--- src/rtl/sdram_port_arbiter_if.sv ---
// Bundle for the two-client arbiter in front of the SDRAM controller burst port.
// slave = arbiter side, master = clients plus controller.
interface sdram_port_arbiter_if #(
  parameter int ADDR_W = 21,
  parameter int DATA_W = 8
);
  logic              a_req;
  logic              a_wren;
  logic [ADDR_W-1:0] a_address;
  logic [DATA_W-1:0] a_to_mem;
  logic              a_ready;
  logic [2:0]        a_offset;
  logic              a_done;

  logic              b_req;
  logic              b_wren;
  logic [ADDR_W-1:0] b_address;
  logic [DATA_W-1:0] b_to_mem;
  logic              b_ready;
  logic [2:0]        b_offset;
  logic              b_done;

  // Read data goes straight from the controller to both clients.
  logic [DATA_W-1:0] from_mem;
  logic              mem_req;
  logic              mem_wren;
  logic [ADDR_W-1:0] mem_address;
  logic [DATA_W-1:0] mem_to_mem;
  logic              mem_ready;
  logic [2:0]        mem_offset;
  logic              busy;

  modport slave (
    input  a_req, a_wren, a_address, a_to_mem,
    input  b_req, b_wren, b_address, b_to_mem,
    input  mem_ready, mem_offset,
    output a_ready, a_offset, a_done,
    output b_ready, b_offset, b_done,
    output mem_req, mem_wren, mem_address, mem_to_mem, busy
  );

  modport master (
    output a_req, a_wren, a_address, a_to_mem,
    output b_req, b_wren, b_address, b_to_mem,
    output mem_ready, mem_offset, from_mem,
    input  a_ready, a_offset, a_done,
    input  b_ready, b_offset, b_done,
    input  mem_req, mem_wren, mem_address, mem_to_mem, busy
  );
endinterface

--- src/rtl/sdram_port_arbiter.sv ---
// Round-robin arbiter sharing the SDRAM controller burst port between clients A and B.
// One single-cycle mem_req per transaction; address/direction held until the burst ends.
module sdram_port_arbiter #(
  parameter int ADDR_W = 21,
  parameter int DATA_W = 8
) (
  input  logic                 clk,
  input  logic                 rst,
  sdram_port_arbiter_if.slave  bus
);
  typedef enum logic [2:0] {S_IDLE, S_ISSUE, S_WAIT, S_BURST, S_DONE} state_t;

  state_t            state_q, state_d;
  logic              gnt_a_q, gnt_a_d;
  logic              gnt_b_q, gnt_b_d;
  logic              last_b_q, last_b_d;
  logic              mem_req_q, mem_req_d;
  logic              mem_wren_q, mem_wren_d;
  logic [ADDR_W-1:0] mem_address_q, mem_address_d;
  logic              a_done_q, a_done_d;
  logic              b_done_q, b_done_d;
  logic              busy_q, busy_d;

  always_comb begin
    state_d       = state_q;
    gnt_a_d       = gnt_a_q;
    gnt_b_d       = gnt_b_q;
    last_b_d      = last_b_q;
    mem_req_d     = 1'b0;
    mem_wren_d    = mem_wren_q;
    mem_address_d = mem_address_q;
    a_done_d      = 1'b0;
    b_done_d      = 1'b0;
    case (state_q)
      S_IDLE: begin
        // A wins outright, or on a tie when B was served last.
        if (bus.a_req && (!bus.b_req || last_b_q)) begin
          gnt_a_d       = 1'b1;
          mem_address_d = bus.a_address;
          mem_wren_d    = bus.a_wren;
          mem_req_d     = 1'b1;
          state_d       = S_ISSUE;
        end else if (bus.b_req) begin
          gnt_b_d       = 1'b1;
          mem_address_d = bus.b_address;
          mem_wren_d    = bus.b_wren;
          mem_req_d     = 1'b1;
          state_d       = S_ISSUE;
        end
      end
      S_ISSUE: state_d = S_WAIT;
      S_WAIT: begin
        if (bus.mem_ready) state_d = S_BURST;
      end
      S_BURST: begin
        if (!bus.mem_ready) begin
          state_d  = S_DONE;
          a_done_d = gnt_a_q;
          b_done_d = gnt_b_q;
        end
      end
      S_DONE: begin
        last_b_d = gnt_b_q;
        gnt_a_d  = 1'b0;
        gnt_b_d  = 1'b0;
        state_d  = S_IDLE;
      end
      default: state_d = S_IDLE;
    endcase
    busy_d = (state_d != S_IDLE);
  end

  always_ff @(posedge clk or posedge rst) begin
    if (rst) begin
      state_q       <= S_IDLE;
      gnt_a_q       <= 1'b0;
      gnt_b_q       <= 1'b0;
      last_b_q      <= 1'b1;
      mem_req_q     <= 1'b0;
      mem_wren_q    <= 1'b0;
      mem_address_q <= '0;
      a_done_q      <= 1'b0;
      b_done_q      <= 1'b0;
      busy_q        <= 1'b0;
    end else begin
      state_q       <= state_d;
      gnt_a_q       <= gnt_a_d;
      gnt_b_q       <= gnt_b_d;
      last_b_q      <= last_b_d;
      mem_req_q     <= mem_req_d;
      mem_wren_q    <= mem_wren_d;
      mem_address_q <= mem_address_d;
      a_done_q      <= a_done_d;
      b_done_q      <= b_done_d;
      busy_q        <= busy_d;
    end
  end

  assign bus.mem_req     = mem_req_q;
  assign bus.mem_wren    = mem_wren_q;
  assign bus.mem_address = mem_address_q;
  assign bus.busy        = busy_q;
  assign bus.a_done      = a_done_q;
  assign bus.b_done      = b_done_q;

  // Burst handshake passes through with no added latency; ungranted side sees zeros.
  assign bus.a_ready    = bus.mem_ready & gnt_a_q;
  assign bus.b_ready    = bus.mem_ready & gnt_b_q;
  assign bus.a_offset   = gnt_a_q ? bus.mem_offset : 3'd0;
  assign bus.b_offset   = gnt_b_q ? bus.mem_offset : 3'd0;
  assign bus.mem_to_mem = gnt_a_q ? bus.a_to_mem :
                          gnt_b_q ? bus.b_to_mem : '0;
endmodule

--- src/flat_wrapper.sv ---
// flat-port wrapper written by rule: the top's interface ports become plain ports
module sdram_port_arbiter_flat 
#(
  parameter int ADDR_W = 21,
  parameter int DATA_W = 8
)
  (clk, rst, bus_a_req, bus_a_wren, bus_a_address, bus_a_to_mem, bus_b_req, bus_b_wren, bus_b_address, bus_b_to_mem, bus_mem_ready, bus_mem_offset, bus_a_ready, bus_a_offset, bus_a_done, bus_b_ready, bus_b_offset, bus_b_done, bus_mem_req, bus_mem_wren, bus_mem_address, bus_mem_to_mem, bus_busy);
  sdram_port_arbiter_if #(.ADDR_W(ADDR_W), .DATA_W(DATA_W)) bus_i ();
  input  logic clk;
  input  logic rst;
  input wire logic [$bits(bus_i.a_req)-1:0] bus_a_req;
  input wire logic [$bits(bus_i.a_wren)-1:0] bus_a_wren;
  input wire logic [$bits(bus_i.a_address)-1:0] bus_a_address;
  input wire logic [$bits(bus_i.a_to_mem)-1:0] bus_a_to_mem;
  input wire logic [$bits(bus_i.b_req)-1:0] bus_b_req;
  input wire logic [$bits(bus_i.b_wren)-1:0] bus_b_wren;
  input wire logic [$bits(bus_i.b_address)-1:0] bus_b_address;
  input wire logic [$bits(bus_i.b_to_mem)-1:0] bus_b_to_mem;
  input wire logic [$bits(bus_i.mem_ready)-1:0] bus_mem_ready;
  input wire logic [$bits(bus_i.mem_offset)-1:0] bus_mem_offset;
  output wire logic [$bits(bus_i.a_ready)-1:0] bus_a_ready;
  output wire logic [$bits(bus_i.a_offset)-1:0] bus_a_offset;
  output wire logic [$bits(bus_i.a_done)-1:0] bus_a_done;
  output wire logic [$bits(bus_i.b_ready)-1:0] bus_b_ready;
  output wire logic [$bits(bus_i.b_offset)-1:0] bus_b_offset;
  output wire logic [$bits(bus_i.b_done)-1:0] bus_b_done;
  output wire logic [$bits(bus_i.mem_req)-1:0] bus_mem_req;
  output wire logic [$bits(bus_i.mem_wren)-1:0] bus_mem_wren;
  output wire logic [$bits(bus_i.mem_address)-1:0] bus_mem_address;
  output wire logic [$bits(bus_i.mem_to_mem)-1:0] bus_mem_to_mem;
  output wire logic [$bits(bus_i.busy)-1:0] bus_busy;
  assign bus_i.a_req = bus_a_req;
  assign bus_i.a_wren = bus_a_wren;
  assign bus_i.a_address = bus_a_address;
  assign bus_i.a_to_mem = bus_a_to_mem;
  assign bus_i.b_req = bus_b_req;
  assign bus_i.b_wren = bus_b_wren;
  assign bus_i.b_address = bus_b_address;
  assign bus_i.b_to_mem = bus_b_to_mem;
  assign bus_i.mem_ready = bus_mem_ready;
  assign bus_i.mem_offset = bus_mem_offset;
  assign bus_a_ready = bus_i.a_ready;
  assign bus_a_offset = bus_i.a_offset;
  assign bus_a_done = bus_i.a_done;
  assign bus_b_ready = bus_i.b_ready;
  assign bus_b_offset = bus_i.b_offset;
  assign bus_b_done = bus_i.b_done;
  assign bus_mem_req = bus_i.mem_req;
  assign bus_mem_wren = bus_i.mem_wren;
  assign bus_mem_address = bus_i.mem_address;
  assign bus_mem_to_mem = bus_i.mem_to_mem;
  assign bus_busy = bus_i.busy;
  sdram_port_arbiter #(.ADDR_W(ADDR_W), .DATA_W(DATA_W)) u_core (.clk(clk), .rst(rst), .bus(bus_i));
endmodule
--- config.mk ---
export PLATFORM = sky130hd
export DESIGN_NAME = sdram_port_arbiter_flat
export DESIGN_NICKNAME = d
export VERILOG_FILES = /design/src/rtl/sdram_port_arbiter_if.sv /design/src/rtl/sdram_port_arbiter.sv /design/src/flat_wrapper.sv
export SDC_FILE = /design/constraint.sdc
export NUM_CORES = 1
export LEC_CHECK = 0
export CAP_MARGIN = 20
export CORE_ASPECT_RATIO = 2
export CORE_MARGIN = 2
export CORE_UTILIZATION = 36
export CTS_BUF_LIST = sky130_fd_sc_hd__clkbuf_8
export DETAILED_ROUTE_END_ITERATION = 16
export PLACE_DENSITY_LB_ADDON = 0.15
export SYNTH_ARGS = -nofsm -noshare
export SYNTH_HDL_FRONTEND = slang
export SYNTH_SLANG_ARGS = --single-unit
--- constraint.sdc ---
create_clock -name clk -period 1.8 [get_ports clk]
set_input_delay 0.27 -clock clk [delete_from_list [all_inputs] [get_ports clk]]
set_output_delay 0.27 -clock clk [all_outputs]
set_load 0.02 [all_outputs]
==> flow_metrics.py <==
metrics = {
    "critical_path": {
        "crit_fanout": 8,
        "reg2reg_slack_ns": 0.35,
        "setup.worst_path.start": "u_core.gnt_b_q",
        "start_kind": "flip-flop",
        "arrival_ns": 1.46,
        "timing.rr.start": "u_core.state_q[0]",
        "path_class": "flip-flop to primary output",
        "required_ns": 1.53,
        "endpoint_kind": "primary output",
    },
    "layout": {
        "mostFrequentLayoutCells": "93 x clkdlybuf4s50_1, 31 x dfrtp_1, 22 x nand4b_1, 22 x o221a_1, 12 x dlygate4sd2_1",
        "final_common_cell": "clkdlybuf4s50_1",
        "fin_nets": 308,
        "syn2layout_area_growth_pct": 79.0,
        "antennaDiodeCount": 0,
        "drive_above_1_share_pct": 9.54,
        "fillers": 376,
    },
    "route": {
        "drtIter0Drc": 21,
        "ant_nets": 0,
        "vias": 1618,
        "dr.pass1.iters": 4,
        "via_per_inst": 5.48,
        "drc": 0,
        "drt-total-wl_microns": 5390,
        "wire_per_inst_microns": 18.3,
    },
    "floorplan": {
        "ios": 110,
        "die_y_microns": 98.7,
        "initial_core_util_pct": 37.2,
        "num_rows": 34,
        "die-area_sq_mm": 0.00507,
        "core_sq_mm": 0.00434,
        "die_w_microns": 51.3,
    },
    "grt": {
        "grt_pass1_wl_microns": 8480,
        "grtUsageTotal_pct": 21.9,
        "grt_pass1_vias": 1802,
        "antenna_found_initial": 0,
        "grt_max_degree": 33,
        "grt-ovfl-total": 0,
    },
    "sta": {
        "min_period_ns": 1.73,
        "drv_slew": 0,
        "setup_viol": 0,
        "max_slew.worst_pin.slew_ns": 0.460,
        "fmax_mhz": 577,
        "finalClockSkew_ns": 0.00639,
        "hold_viol": 0,
        "hold_ws_ns": 0.367,
        "setup_ws_ns": 0.0670,
        "max-slew-margin-rel_pct": 69.2,
        "period_share_pct": 96.3,
        "final.setup.tns_ns": 0,
        "rsz0062_at_grt": "false",
    },
    "logic_synthesis": {
        "synthCells": 128,
        "ys_warn_count": 0,
        "synth_area_sq_mm": 0.00161,
        "avgSynthCellArea_sq_um": 12.6,
        "ys_types": 25,
        "synth-seq-cells": 32,
        "synth.net_count": 196,
        "synth_seq_area_share_pct": 49.7,
    },
    "pwr": {
        "vdd_ir_drop_max_v": 0.00104,
        "total_power_w": 0.00454,
        "power_leakage_nw": 1.16,
        "p_per_area_mw_per_mm2": 1570,
    },
    "placement": {
        "placement.io_buffers": 109,
        "place_hpwl_microns": 4020,
        "gp_congestion": 0.684,
        "dp_slack_ns": 0.0260,
    },
    "clock_tree": {
        "clkTransAtPathRegs_ns": 0.07,
        "clk_latency_ns": 0.29,
        "postCtsHoldBufs": 0,
        "clock-sinks": 32,
        "cts-root-buf": "clkbuf_8",
        "cts_max_level": 2,
        "cts_made_buffers": 5,
        "cts_tree": "built",
        "cts_buffer_depth": 2,
    },
    "worst_hold_path": {
        "hold_path_class": "input port to async pin",
    },
    "run_status": {
        "status": "finished clean",
    },
    "job": {
        "cap_violations": 0,
    },
}
[registers in the layout (all words and copies together), names as in the netlist]
signal and flops:
u_core.bus.a_done 1, u_core.bus.b_done 1, u_core.bus.busy 1, u_core.bus.mem_address 21, u_core.bus.mem_req 1, u_core.bus.mem_wren 1
u_core.gnt_a_q 1, u_core.gnt_b_q 1, u_core.last_b_q 1, u_core.state_q 3
[layout make-up]
| cell class | instances | area (sq um) | share of cell area (%) |
|---|---|---|---|
| Sequential cell | 32 | 802 | 27.8 |
| Tap cell | 54 | 67.6 | 2.34 |
| Clock buffer | 7 | 96.3 | 3.33 |
| Timing Repair Buffer | 119 | 1170 | 40.6 |
| Multi-Input combinational cell | 80 | 712 | 24.6 |
| Inverter | 2 | 7.51 | 0.260 |
| Clock inverter | 1 | 30.0 | 1.04 |
[through the flow]
step	utilization, %	std cells	instance area, sq um
detailed placement	63.8	287	2770
CTS	66.3	295	2880
finish	66.6	295	2890
global placement	63.8	287	2770
global route	66.6	295	2890
floorplan	-	128	1610
[worst max-delay path, cell delays in order, from the launching register on]
cell and delay (ns):
dfrtp_1 0.38, nor2b_1 0.13, buf_4 0.16, a22o_1 0.19, dlygate4sd2_1 0.32
[cell families after synthesis]
| group | after synthesis | share of synthesized area [%] |
|---|---|---|
| compound gates | 37 | 23.0 |
| buf+inv | 16 | 6.20 |
| flops | 32 | 49.7 |
| mux | 1 | 0.698 |
| simple gates | 42 | 20.4 |
[report_power, final]
group          internal (W)  switching (W)  total [W]
Sequential          0.00106       0.000217    0.00128
Clock              0.000489       0.000282   0.000771
Combinational       0.00126        0.00122    0.00249
[final timing paths]
path,endpoint,depth (start not counted)
worst max-delay path,bus_mem_to_mem[1],4
worst min-delay path,u_core.bus.mem_address[11],3
worst max register to register,u_core.bus.mem_address[6],4
worst min register to register,u_core.bus.mem_address[2],1
max in group asynchronous,u_core.last_b_q,3
min in group clk,u_core.bus.mem_address[2],1
[layer usage]
metal  wire [microns]  track usage, %  share of wire, %
met1             1780            21.1                33
met2             2990            41.9                56
met3              536            7.58                10
met4               73            6.48               1.4
met5                0               0                 0
[cell usage after synthesis, drive strengths merged]
| master | count | share of area (%) |
|---|---|---|
| a22o | 8 | 4.3 |
| nand2b | 1 | 0.39 |
| nor3 | 2 | 1.3 |
| a31oi | 2 | 0.78 |
| dfstp | 1 | 1.6 |
| nand2 | 2 | 0.47 |
| nor2 | 1 | 0.23 |
| nand3 | 1 | 0.62 |
| clkbuf | 7 | 1.6 |
| nor4bb | 1 | 0.62 |
| o221a | 22 | 15 |
| o21bai | 1 | 0.47 |
| and2 | 10 | 3.9 |
| dfrtp | 31 | 48 |
| nand4b | 22 | 12 |
| buf | 7 | 4.1 |
| mux2 | 1 | 0.70 |
| and3b | 1 | 0.54 |
| nor2b | 1 | 0.39 |
| inv | 2 | 0.47 |
| o21a | 1 | 0.93 |
| a31o | 1 | 0.54 |
| a21oi | 2 | 0.62 |
[timing repair]
action	4_1_cts	5_1_grt
buffers inserted	0	0
endpoints found under the setup margin	12	4
gates resized for setup	12	4
gates cloned	0	0
Note: power is estimated with default switching activity, not from simulation.
